## config.mk

```make
export PLATFORM = sky130hd
export DESIGN_NAME = name_key_packer
export DESIGN_NICKNAME = d
export VERILOG_FILES = /design/src/rtl/name_key_packer.sv
export SDC_FILE = /design/constraint.sdc
export NUM_CORES = 1
export LEC_CHECK = 0
export ABC_AREA = 1
export BUFFER_PORTS_ARGS = -buffer_cell sky130_fd_sc_hd__buf_4
export CORE_MARGIN = 3
export CORE_UTILIZATION = 52
export CTS_BUF_LIST = sky130_fd_sc_hd__clkbuf_4 sky130_fd_sc_hd__clkbuf_8
export CTS_CLUSTER_DIAMETER = 120
export DETAILED_ROUTE_END_ITERATION = 6
export MAX_ROUTING_LAYER = met4
export PLACE_DENSITY = 0.84
export SYNTH_ARGS = -nofsm -noshare
export SYNTH_HDL_FRONTEND = slang
export SYNTH_SLANG_ARGS = --single-unit
```

## constraint.sdc

```tcl
create_clock -name clk -period 1.8 [get_ports clk]
set_input_delay 0.36 -clock clk [delete_from_list [all_inputs] [get_ports clk]]
set_output_delay 0.36 -clock clk [all_outputs]
set_load 0.01 [all_outputs]
```

## src/rtl/name_key_packer.sv

```systemverilog
// Packs a byte-serial NDN name component into 64-bit hash keys.
// Ports: clk/rst, in_* byte stream (valid/ready), key_* chunk stream (valid/ready).
module name_key_packer #(
  parameter int MAX_BYTES = 7,
  parameter int IDX_W     = 4
) (
  input  logic             clk,
  input  logic             rst,
  input  logic             in_valid,
  output logic             in_ready,
  input  logic [7:0]       in_byte,
  input  logic             in_last,
  output logic             key_valid,
  input  logic             key_ready,
  output logic [63:0]      key_data,
  output logic [5:0]       key_len,
  output logic             key_last,
  output logic [IDX_W-1:0] key_idx,
  output logic             key_ovf
);

  typedef enum logic {
    FILL,
    EMIT
  } state_t;

  localparam logic [2:0]       LAST_SLOT = 3'(MAX_BYTES - 1);
  localparam logic [IDX_W-1:0] IDX_MAX   = '1;

  state_t      state;
  state_t      state_nx;
  logic [2:0]  cnt;
  logic [2:0]  cnt_inc;
  logic [63:0] acc;
  logic [63:0] acc_wr;
  logic        take;
  logic        give;
  logic        done;

  assign in_ready  = (state == FILL) && !rst;
  assign key_valid = (state == EMIT);
  assign take      = in_valid && in_ready;
  assign give      = key_valid && key_ready;
  assign cnt_inc   = cnt + 3'd1;
  assign done      = in_last || (cnt == LAST_SLOT);

  // Accumulator with the incoming byte dropped into slot cnt.
  always_comb begin
    acc_wr = acc;
    for (int k = 0; k < MAX_BYTES; k++) begin
      if (cnt == 3'(k)) acc_wr[8*k +: 8] = in_byte;
    end
  end

  always_comb begin
    state_nx = state;
    unique case (state)
      FILL: if (take && done) state_nx = EMIT;
      EMIT: if (key_ready)    state_nx = FILL;
    endcase
  end

  always_ff @(posedge clk) begin
    if (rst) state <= FILL;
    else     state <= state_nx;
  end

  always_ff @(posedge clk) begin
    if (rst) begin
      cnt      <= '0;
      acc      <= '0;
      key_data <= '0;
      key_len  <= '0;
      key_last <= 1'b0;
      key_idx  <= '0;
      key_ovf  <= 1'b0;
    end else begin
      if (take) begin
        if (done) begin
          key_data <= acc_wr;
          key_len  <= {cnt_inc, 3'b000};
          key_last <= in_last;
          cnt      <= '0;
          acc      <= '0;
        end else begin
          acc <= acc_wr;
          cnt <= cnt_inc;
        end
      end
      if (give) begin
        if (key_last) begin
          key_idx <= '0;
          key_ovf <= 1'b0;
        end else if (key_idx == IDX_MAX) begin
          key_ovf <= 1'b1;
        end else begin
          key_idx <= key_idx + 1'b1;
        end
      end
    end
  end

endmodule

```

======== Yosys cells after proc, flatten, opt, wreduce, memory -nomap -nowiden ========
Cells that the tools add are included.
W data, S select, Z words.
storage, ports and cells
  bits in registers ....................... 125
  input port bits ......................... 13
  output and inout port bits .............. 78
operators by class
  $add $sub $neg .......................... 2
  equality and inequality tests ........... 8
  mux-type cells .......................... 16
  bitwise operators ....................... 1
  reduce and logical (&&, ||, !) cells .... 11
operator list
  operator               number
  $mux W56               1
  $mux W8                7
  $eq A3 B3 Y1 const B   3
  $mux W4                2
  $eq A3 B2 Y1 const B   2
  $reduce_and A2 Y1      3
  $add A4 B1 Y4 const B  1
  $eq A4 B4 Y1 const B   1
  $logic_and A1 B1 Y1    4
  $mux W1                4
  $add A3 B1 Y3 const B  1
  $eq A3 B1 Y1 const B   1
  $logic_not A3 Y1       1
  $mux W3                1
  $ne A2 B2 Y1 const B   1
  $pmux W1 S2            1
  $reduce_bool A2 Y1     1
  $logic_not A1 Y1       1
  $logic_or A1 B1 Y1     1
  $not A1 Y1             1

======== Longest topological paths before layout ========
Gate-level depths: netlist of run 1.
  word-level depth ........................ 6
  gate-level depth with buffers ........... 10

======== Worst setup path after synthesis of run 1 ========
No wires, ideal clock.
  path kind ............................... register -> register
  start ................................... register cnt[2]
  end ..................................... register key_data[30]
  setup time .............................. 116 ps
  arrival ................................. 1,693 ps
  required time ........................... 1,684 ps
  slack ................................... -9 ps
  stages on the path, launching flop included .. 9
  path buffers ............................ 3
  period minus slack after synthesis ...... 1,809 ps
  cell sequence ........................... dfxtp_1 buf_4 inv_2 buf_1 ha_1 clkbuf_1 o21ai_0 o21ai_0 nor2_1
on the way
  word-level cells in the longest chain between the ends .. 3
  elaborated cells on any way between the ends .. 5
  classes of those cells .................. eq/ne (2); mux (1); reduce/logical (2)
ends and longest elaborated chain
  item                         line  source
  from (decl)                  32    logic [2:0] cnt;
  from (signal assigned)       87    cnt <= cnt_inc;
  $eq A3 B3 Y1                 45    assign done = in_last || (cnt == LAST_SLOT);
  $logic_or A1 B1 Y1           45
  $reduce_and A2 Y1 (no line)  --
  to (signal assigned)         80    key_data <= acc_wr;
  to (decl)                    15    output logic [63:0] key_data,
Several ways; a longest one is shown, not always the timed one.
A chain may end at the register's enable or synchronous reset.

======== Worst setup path after layout of run 1 ========
  start ................................... register cnt[0]
  end ..................................... register key_data[45]
Same word-level chain as after synthesis.

==> key figures, run 1 <==
Run status
  – Outcome: completed

Logic synthesis
  – Syn Std Cell Area: approximately 0.006 mm²
  – Avg Inst Size Synth: 6.26 µm²
  – Synthesized flop and latch total: 125
  – Post-Syn Instances: 963
  – Sequential fraction of the synthesis area: 0.415
  – Distinct cells, synth: 21
  – Syn. warnings: 0

Worst setup path
  – Nature of the critical path endpoint: flop
  – Flop2flop setup slack: roughly 160 ps
  – R2R cell count: 11
  – Crit path arrival time: 1980 ps
  – Start of the worst register-to-register path: cnt[0]
  – Startpoint type of the worst setup path: flop
  – Worst EP required: 2140 ps
  – CP max FO: 18
  – Setup Crit Path Kind: flop to flop
  – RR Endpoint: key_data[45]

CTS
  – CTS tree: yes
  – Reg clk slew, reported paths: 70 ps
  – Clock root cell: clkbuf_8
  – H-tree depth: 4
  – Hold buffer count at CTS: 0
  – CTS Sinks: 125
  – Clk_lat worst skew: approximately 450 ps
  – CTS Buf Count: 17
  – Clk buf depth: 2

Power
  – Pwr dens: 844 mW/mm²
  – Leakage Power: about 3.3 nW
  – Worst vdd ir: 607 µV

Worst hold path
  – WHS Endpoint: key_valid
  – Min-Delay Path Class: input pin to flop
  – Min-delay src: key_ready
  – Hold Crit Depth: 4

Die
  – Area of the die: 0.0129 mm²
  – Initial Utilization: 0.544
  – FP Rows: 38
  – Core ar.: 0.0111 mm²
  – Num ports: 91
  – Die width: ~110 µm
  – Die Ht: 114 µm

Finish
  – Final design area excluding fillers: 0.00723 mm²
  – Ant diodes: 0
  – Area grow syn2layout: 19.9%
  – Filler cells: ~1000
  – Finished Core Util: 0.652
  – Layout Nets: 1052
  – Fraction of layout cells with a size suffix above 1: 0.141

Job
  – Max Cap Viol: 0

Timing
  – Final period utilization: 0.910
  – Worst Tran Pin Value: 602 ps
  – Final clock skew: 8.28 ps
  – Fmax: 610 MHz
  – Final Hold Fails: 0
  – Crit path time final: 1640 ps
  – Relative slew margins: 0.599
  – Setup Viol. Count Final: 0
  – Slew Limit Fails: 0

Routing
  – Post-route DRC: 0
  – Initial DRC count: 507
  – Drt via density: 5.00
  – Vias: 5929
  – Drt wl/cell: 12.9 µm
  – DR pass1 iterations: 5
  – Routed WL: 15.3 mm
  – Post-route antenna net violation count: 0

Place
  – Hpwl dp: about 9.4 mm
  – Routability cong.: 0.858
  – Placed cell areas: 0.00671 mm²
  – # port buffers: 79

GRT
  – Initial antenna violation count: 0
  – First-pass GRT wire length: 24.1 mm
  – Vias in the first global route: 4979
  – Largest net degree at the start of global routing: 73
  – GRT Total Usage: 0.241
  – GRT Residual Overflow: 0
-- sequential cells by signal, indices dropped and copies added (netlist names) --
register and flops:
acc 56, key_last 1, cnt 3, key_valid 1, key_idx 4, key_len 3
key_ovf 1, key_data 56
-- power by group --
part           leakage, nW  internal [mW]  total [mW]  switching, mW
Sequential            1.01           2.84        2.89         0.0436
Clock                0.223           1.49        2.55           1.06
Combinational         2.08          0.252       0.665          0.414
-- worst max-delay path by stage --
stage | from | endpoint | slack (ps) | cells after the start
after CTS | cnt[0] | key_data[16] | 100 | 10
after floorplan | cnt[2] | key_data[30] | 110 | 8
final | cnt[0] | key_data[45] | 160 | 11
after global placement | cnt[0] | key_data[23] | 160 | 10
after detailed placement | cnt[0] | key_data[16] | 110 | 10
after global routing | cnt[0] | acc[11] | -7 | 8
-- metrics by stage --
step | worst slack (ps) | std cells | total power, mW | setup TNS, ps | hold WS (ps)
after floorplan | 114 | 973 | 3.34 | 0 | 425
after global placement | 158 | 1150 | 3.57 | 0 | 432
after detailed placement | 111 | 1150 | 3.58 | 0 | 433
after CTS | 98.7 | 1182 | 6.12 | 0 | 137
after global routing | -7.05 | 1186 | 6.36 | -17.0 | 156
final | 161 | 1186 | 6.10 | 0 | 177
-- final cells by class --
class | count | area, µm² | share of cell area
multi-input combinational | 700 | 2900 | 0.402
sequential | 125 | 2500 | 0.346
timing repair buffer | 105 | 910 | 0.126
clock buffer | 26 | 339 | 0.0469
inverter | 84 | 315 | 0.0436
tap | 140 | 175 | 0.0242
clock inverter | 6 | 80.1 | 0.0111
-- Yosys cell counts --
master | instances | share of area
nand2_1 | 392 | 0.24
nand3_1 | 31 | 0.026
buf_2 | 19 | 0.016
o21ai_0 | 59 | 0.049
nor2_2 | 1 | 0.0010
buf_4 | 12 | 0.015
clkinv_1 | 1 | 0.00062
buf_6 | 5 | 0.0093
a21oi_1 | 55 | 0.046
dfxtp_1 | 125 | 0.42
clkbuf_1 | 22 | 0.014
nand2_4 | 1 | 0.0019
ha_1 | 6 | 0.012
conb_1 | 1 | 0.00062
nand2_2 | 1 | 0.0010
nor2_4 | 2 | 0.0037
nand4_1 | 4 | 0.0042
buf_1 | 6 | 0.0037
nor2_1 | 137 | 0.085
inv_2 | 2 | 0.0012
inv_1 | 81 | 0.050
-- kinds of logic (layout without fill, tap and decap cells) --
group | count (synthesis) | after routing | share of synthesized area
buf+inv | 148 | 221 | 0.110
simple gates | 569 | 569 | 0.367
fa+ha+maj | 6 | 6 | 0.0125
flops | 125 | 125 | 0.415
other cells | 1 | 11 | 0.000622
compound gates | 114 | 114 | 0.0947
-- metal layers --
layer	GRT usage	part of all wire	vias up	wire length [µm]
li1	-	-	3048	-
met1	0.319	0.45	2608	6840
met2	0.357	0.45	247	6820
met3	0.0615	0.091	26	1390
met4	0.0881	0.017	0	255
met5	-	0	-	0
-- critical path: stages, from the launching register on --
cell	delay (ps)
dfxtp_1	340
inv_1	130
ha_1	200
nand2_2	80
nand2_2	100
inv_2	50
nor2_4	150
buf_12	140
clkbuf_16	170
nand2_1	60
nand2_1	60
nor2_1	40
-- layout by cell type, fill, tap and decap left out, types with 11 or more instances in the layout --
cell type,count
conb_1,11
buf_4,95
o21ai_0,59
inv_1,81
clkbuf_8,23
dfxtp_1,124
nand3_1,31
nor2_1,136
nand2_1,391
a21oi_1,55
-- what timing repair did --
item | in CTS | in global routing
endpoints found under the hold margin | 0 | 0
setup buffers | 0 | 1
gates resized for setup | 0 | 5
setup endpoints to repair | 0 | 58
Note: power is estimated with default switching activity, not from simulation.
==> run 2: changes to the inputs <==
==> constraint.sdc (replaced) <==
create_clock -name clk -period 1.4 [get_ports clk]
set_input_delay 0.28 -clock clk [delete_from_list [all_inputs] [get_ports clk]]
set_output_delay 0.28 -clock clk [all_outputs]
set_load 0.01 [all_outputs]
==> key figures, run 2 (synthesis gave the netlist of run 1 again) <==
Worst setup path
  – CP delay by family, top: buffers and inverters
  – CP max FO: 6
  – CP Cell Sequence: inv_4 > ha_4 > nand2_4 > nand2_4 > buf_6 > nor2_4 > buf_6 > clkbuf_16 > nand2_1 > a21oi_1
  – Critical Path Slowest Stage Cell: dfxtp_2
  – Crit path arrival time: around 2000 ps
  – Max incr delay on CP: 360 ps
  – Start of the worst register-to-register path: cnt[0]
  – Buf/Inv on CP: 4
  – Critical Path Source: cnt[0]
  – Startpoint type of the worst setup path: flop
  – Setup Crit Path Kind: flop to flop
  – Worst EP required: 1770 ps
  – Nature of the critical path endpoint: flop

Routing
  – Post-route antenna net violation count: 0
  – Post-route DRC: 0
  – Initial DRC count: 960
  – Routed WL: 21.2 mm
  – Drt via density: 5.58
  – Vias: 6865
  – DR pass1 iterations: 7
  – Drt wl/cell: about 17 µm

CTS
  – H-tree depth: 4
  – CTS Sinks: 125
  – Clk buf depth: 2
  – CTS tree: yes
  – Reg clk slew, reported paths: about 70 ps
  – Hold buffer count at CTS: 0
  – CTS Buf Count: 17
  – Clk_lat worst skew: 450 ps
  – Clock root cell: clkbuf_8

Finish
  – Non-Filler Instances: 1230
  – Largest regs: acc x56, key_data x56, key_idx x4
  – Final design area excluding fillers: 0.00829 mm²
  – Leading cell type in the layout, fill and taps excluded: nand2_1
  – Fraction of layout cells with a size suffix above 1: 0.268
  – Ant diodes: 0
  – Filler cells: 730
  – Most frequent cells in the layout: nand2_1, nor2_1, dfxtp_1, buf_4, inv_1
  – Layout Nets: 1097
  – Area grow syn2layout: 37.6%

Timing
  – Slew Limit Fails: 0
  – Setup Viol. Count Final: about 120
  – Final period utilization: 1.14
  – Final Hold Fails: 0
  – Hold slack: 97.5 ps
  – Crit path time final: 1600 ps
  – Fmax: 624 MHz
  – Final clock skew: 10.3 ps
  – Worst Slack Setup Final: -203 ps
  – RSZ-0062 raised after global routing: yes

Place
  – Pre-CTS setup slack: -125 ps
  – Placed Cells: around 1200
  – Placed cell areas: 0.00689 mm²
  – Hpwl dp: 9.74 mm
  – Routability cong.: roughly 0.86
  – # port buffers: 79

Die
  – Die Ht: 114 µm
  – FP Rows: 38
  – Initial Utilization: 0.544
  – Area of the die: 0.0129 mm²
  – Die width: 114 µm
  – Num ports: 91
  – Core ar.: 0.0111 mm²

Worst hold path
  – Min-Delay Path Class: input pin to flop
  – Min-delay src: key_ready

GRT
  – GRT Total Usage: 0.277
  – GRT Residual Overflow: 0
  – First-pass GRT wire length: 27.6 mm
  – Vias in the first global route: 5654
  – Largest net degree at the start of global routing: 52
  – Initial antenna violation count: 0

Power
  – Leakage Power: between 3 and 4 nW
  – Pwr dens: 957 mW/mm²
  – Worst vdd ir: around 730 µV

Job
  – Max Cap Viol: 0

Run status
  – Outcome: finished, violations left
  – Failing checks: setup timing
run 2: where the power goes:
group / internal, mW / switching, mW / total (mW)
Combinational: 0.479 / 0.684 / 1.16
Sequential: 3.65 / 0.0611 / 3.71
Clock: 1.63 / 1.43 / 3.06
Total: 5.76 / 2.18 / 7.94
run 2: final cells by class:
class	instances	area [µm²]	area share
well taps	140	175	0.0211
clock inverters	7	62.6	0.00754
clock buffers	24	312	0.0376
flip-flops and latches	125	2510	0.303
multi-input cells	700	3320	0.400
repair buffers	150	1590	0.192
inverters	84	320	0.0386
run 2: routing by layer:
layer	track usage	part of all wire
met5	-	0
met4	0.118	0.060
met3	0.0541	0.13
met2	0.426	0.45
met1	0.356	0.35
run 2: per-stage QoR:
stage	setup TNS (ps)	utilization	power (mW)
finish	-11100	0.749	7.94
global route	-16220	0.749	8.17
CTS	-4590	0.687	7.69
detailed placement	-7730	0.622	4.65
global placement	-2370	0.622	4.63
floorplan	-23.4	-	4.30
run 2: what timing repair did:
| action | in CTS | in global routing |
|---|---|---|
| endpoints found under the setup margin | 106 | 121 |
| cloned | 7 | 13 |
| pin swaps | 4 | 20 |
| buffers inserted | 8 | 6 |
| gates resized for setup | 31 | 137 |
| endpoints found under the hold margin | 0 | 0 |
run 2: final timing paths:
kind,end,slack (ps),depth (start not counted)
max,acc[40],-200,10
min,key_valid,100,4
max reg2reg,acc[40],-200,10
min reg2reg,acc[55],440,2
run 2: tightest hold or removal path, cell delays in order:
cell     delay, ps
buf_4           80
inv_1           30
nand2_1         50
a21oi_1         60
